==> config.mk <==
export PLATFORM = sky130hd
export DESIGN_NAME = button_debouncer
export DESIGN_NICKNAME = d
export VERILOG_FILES = /design/src/rtl/button_debouncer.sv
export SDC_FILE = /design/constraint.sdc
export NUM_CORES = 1
export LEC_CHECK = 0
export ABC_AREA = 1
export CORE_AREA = 10 10 47 49
export CTS_CLUSTER_SIZE = 24
export DETAILED_ROUTE_END_ITERATION = 8
export DIE_AREA = 0 0 57 59
export PLACE_DENSITY = 0.66
export SKIP_CTS_REPAIR_TIMING = 1
export SYNTH_ARGS = -nofsm -noshare
export SYNTH_HDL_FRONTEND = slang
export SYNTH_SLANG_ARGS = --single-unit
==> constraint.sdc <==
create_clock -name clk -period 1.73 [get_ports clk]
set_input_delay 0.346 -clock clk [delete_from_list [all_inputs] [get_ports clk]]
set_output_delay 0.346 -clock clk [all_outputs]
set_load 0.03 [all_outputs]
==> src/rtl/button_debouncer.sv <==
// rtl/button_debouncer.sv - debounces a raw button level into a clean registered level.
// Define BUTTON_DEBOUNCER_SYNC_EN to add the two-flop input synchronizer (leave undefined only when raw is already synchronous).
module button_debouncer #(
  parameter int unsigned BOUNCE_CYCLES = 16,
  parameter bit          RESET_VALUE   = 1'b0
) (
  input  logic clk,
  input  logic rst,
  input  logic ena,
  input  logic raw,
  output logic debounced,
  output logic bouncing
);

  localparam int unsigned     CW   = $clog2(BOUNCE_CYCLES + 1);
  localparam logic [CW-1:0]   LAST = CW'(BOUNCE_CYCLES - 1);
  localparam logic [CW-1:0]   ONE  = CW'(1);

  typedef enum logic [1:0] {
    STABLE_LOW,
    WAIT_HIGH,
    STABLE_HIGH,
    WAIT_LOW
  } state_t;

  localparam state_t RESET_STATE = RESET_VALUE ? STABLE_HIGH : STABLE_LOW;

  state_t        state;
  logic [CW-1:0] count;
  logic          s;

`ifdef BUTTON_DEBOUNCER_SYNC_EN
  logic s_meta;

  // Runs regardless of ena so a pause never leaves a metastable sample in the path.
  always_ff @(posedge clk or negedge rst) begin
    if (!rst) begin
      s_meta <= RESET_VALUE;
      s      <= RESET_VALUE;
    end else begin
      s_meta <= raw;
      s      <= s_meta;
    end
  end
`else
  assign s = raw;
`endif

  always_ff @(posedge clk or negedge rst) begin
    if (!rst) begin
      state     <= RESET_STATE;
      count     <= '0;
      debounced <= RESET_VALUE;
      bouncing  <= 1'b0;
    end else if (ena) begin
      case (state)
        STABLE_LOW: begin
          if (s) begin
            state    <= WAIT_HIGH;
            count    <= ONE;
            bouncing <= 1'b1;
          end else begin
            count <= '0;
          end
        end
        WAIT_HIGH: begin
          if (!s) begin
            state    <= STABLE_LOW;
            count    <= '0;
            bouncing <= 1'b0;
          end else if (count == LAST) begin
            state     <= STABLE_HIGH;
            count     <= '0;
            debounced <= 1'b1;
            bouncing  <= 1'b0;
          end else begin
            count <= count + ONE;
          end
        end
        STABLE_HIGH: begin
          if (!s) begin
            state    <= WAIT_LOW;
            count    <= ONE;
            bouncing <= 1'b1;
          end else begin
            count <= '0;
          end
        end
        WAIT_LOW: begin
          if (s) begin
            state    <= STABLE_HIGH;
            count    <= '0;
            bouncing <= 1'b0;
          end else if (count == LAST) begin
            state     <= STABLE_LOW;
            count     <= '0;
            debounced <= 1'b0;
            bouncing  <= 1'b0;
          end else begin
            count <= count + ONE;
          end
        end
        default: begin
          state     <= RESET_STATE;
          count     <= '0;
          debounced <= RESET_VALUE;
          bouncing  <= 1'b0;
        end
      endcase
    end
  end

endmodule

==> out/results.tsv <==
stage	metric	value	unit
global_routing	grt_max_degree	10	
placement	dp.final_hpwl	757	um
detailed_routing	drtIter0Drc	2	
sta	worst_pin_slew	0.423	ns
sta	period_minus_slack	1.63	ns
final_layout	fill_cells	157	
detailed_routing	vias	408	
clock_network	worstSkewPairLatency	0.27	ns
synthesis	synthCells	64	
detailed_routing	wl_per_cell	11.4	um
synthesis	synth_nets	69	
global_routing	grt_antenna_before_repair	0	
sta	slew_headroom	71.7	%
final_layout	fin_nets	78	
floorplan	placementRows	14	
floorplan	die_h	59	um
worst_setup_path	critical_path.endpoint_type	output pin	
sta	finalHoldViolations	0	
placement	io_buffers	5	
synthesis	synth_seq_area_share	45.6	%
worst_setup_path	worstPathBufferInverterCount	1	
synthesis	ys_ff_latch	9	
synthesis	synth_area	494	um2
final_layout	fin_cells	88	
sta	slew_viol_final	0	
global_routing	grt_first_pass_wirelength	1640	um
sta	rsz0062_at_grt	no	
outcome	status	finished, final reports clean	
clock_network	clock_path_buffers	2	
worst_setup_path	path_delay_family	buffers and inverters	
synthesis	synth_area_leader_cell	dfrtp_1	
final_layout	area_delta_synth_final	18.5	%
sta	whs	0.378	ns
power	power.leakage	0.291	nW
clock_network	cts_tree	yes	
final_layout	drive_gt1_share	13.9	%
clock_network	cts_root_buf	clkbuf_4	
synthesis	synth-warning-count	0	
floorplan	design.portCount	6	
detailed_routing	vias_per_cell	4.64	
sta	fmax	612	MHz
power	ir_worst_vdd	0.000565	V
floorplan	start_util	35.3	%
worst_setup_path	crit_fanout	2	
placement	placedCellCount	84	
clock_network	clk_pin_slew	0.06	ns
worst_setup_path	critPathLaunchType	flop	
synthesis	synthTopCellsByArea	dfrtp_1, nand2_1, nand3_1	
worst_setup_path	slowest_stage	clkdlybuf4s50_1	
detailed_routing	routed_wl	1010	um
detailed_routing	first_pass_iters	3	
power	finalPower	0.743	mW
global_routing	grt_pass1_vias	395	
detailed_routing	drc	0	
worst_setup_path	worstPathCellList	clkdlybuf4s50_1	
floorplan	dieArea	0.00336	mm2
sta	setup_tns	0	ns
hold_path	hold_class	in2async	
clock_network	cts_made_buffers	3	
power	power_density	1270	mW/mm2
synthesis	yosysTopAreaCellShare	45.6	%
run	cap_violations	0	
worst_setup_path	max_stage_delay	0.68	ns
clock_network	htree_num_levels	1	
placement	place.gp.congestion	0.812	
worst_setup_path	cp_data_required_time	1.38	ns
final_layout	layout_common_cells	nand2_1, dfrtp_1, inv_1, nand3_1, clkdlybuf4s50_1	
worst_setup_path	crit_type	reg2out	
detailed_routing	ant_nets	0	
synthesis	synth.distinct_cells	15	
final_layout	num_antenna_cells	0	
sta	fin_crit_sh	94.4	%
sta	setup_viol	0	
floorplan	core_area	0.00140	mm2
floorplan	fp.dieW	57	um
worst_setup_path	cp.arrival	1.29	ns
sta	skew	0.00350	ns
global_routing	grt_usage	6.68	%
global_routing	grt-ovfl-total	0	
final_layout	final_common_cell	nand2_1	
clock_network	cts.sinks	9	
synthesis	synth_area_per_cell	7.72	um2
[Yosys cell counts, drive strengths merged]
library cell	n
nand2	25
dfrtp	9
nand3	9
inv	7
a21oi	4
nor2	2
o21ai	2
buf	1
clkinv	1
ha	1
nand4	1
o211ai	1
xnor2	1
[final cells by class]
class	count	area, um2	area share [%]
clock buffer	4	26.3	4.49
timing repair buffer	5	50.0	8.55
multi-input combinational	46	234	40.0
tap	16	20.0	3.42
sequential	9	225	38.5
inverter	8	30.0	5.13
[worst paths after layout]
check | slack [ns] | to | depth (start not counted) | start
setup / recovery | 0.1 | bouncing | 1 | bouncing
hold / removal | 0.38 | count[4] | 1 | rst
setup reg to reg | 0.51 | debounced | 6 | count[0]
hold reg to reg | 0.48 | bouncing | 2 | bouncing
max in group asynchronous | 1.06 | asynchronous set/reset pin | 1 | rst
min in group clk | 0.48 | bouncing | 2 | bouncing
[layer usage]
metal	vias to the layer above	global-route usage, %	wire length, um
met2	6	9.30	435
met5	-	0	0
li1	221	-	-
met1	177	6.61	464
met4	0	8.05	47
met3	4	3.22	58
[metrics by stage]
stage                     util, %  cell area (um2)  setup WS, ns
after floorplan                 -              494         0.622
after global placement       39.9              559         0.217
after detailed placement     39.9              559         0.209
after CTS                    41.8              586        0.0810
after global routing         41.8              586        0.0495
final                        41.8              586        0.0961
[where the power goes]
group | internal (mW) | switching, mW | leakage [nW]
combinational | 0.0968 | 0.151 | 0.157
sequential | 0.261 | 0.0652 | 0.119
clock | 0.0893 | 0.0803 | 0.0150
total | 0.447 | 0.296 | 0.291
[cell families (layout without fill, tap and decap cells)]
group           Yosys count  in the layout  share of synthesized area [%]
simple gates             37             37                           35.4
fa+ha+maj                 1              1                           2.53
buf+inv                   9             17                           7.09
compound gates            7              7                           7.60
xor+xnor                  1              1                           1.77
flops                     9              9                           45.6
No activity file was read; power rests on OpenSTA's default activity.
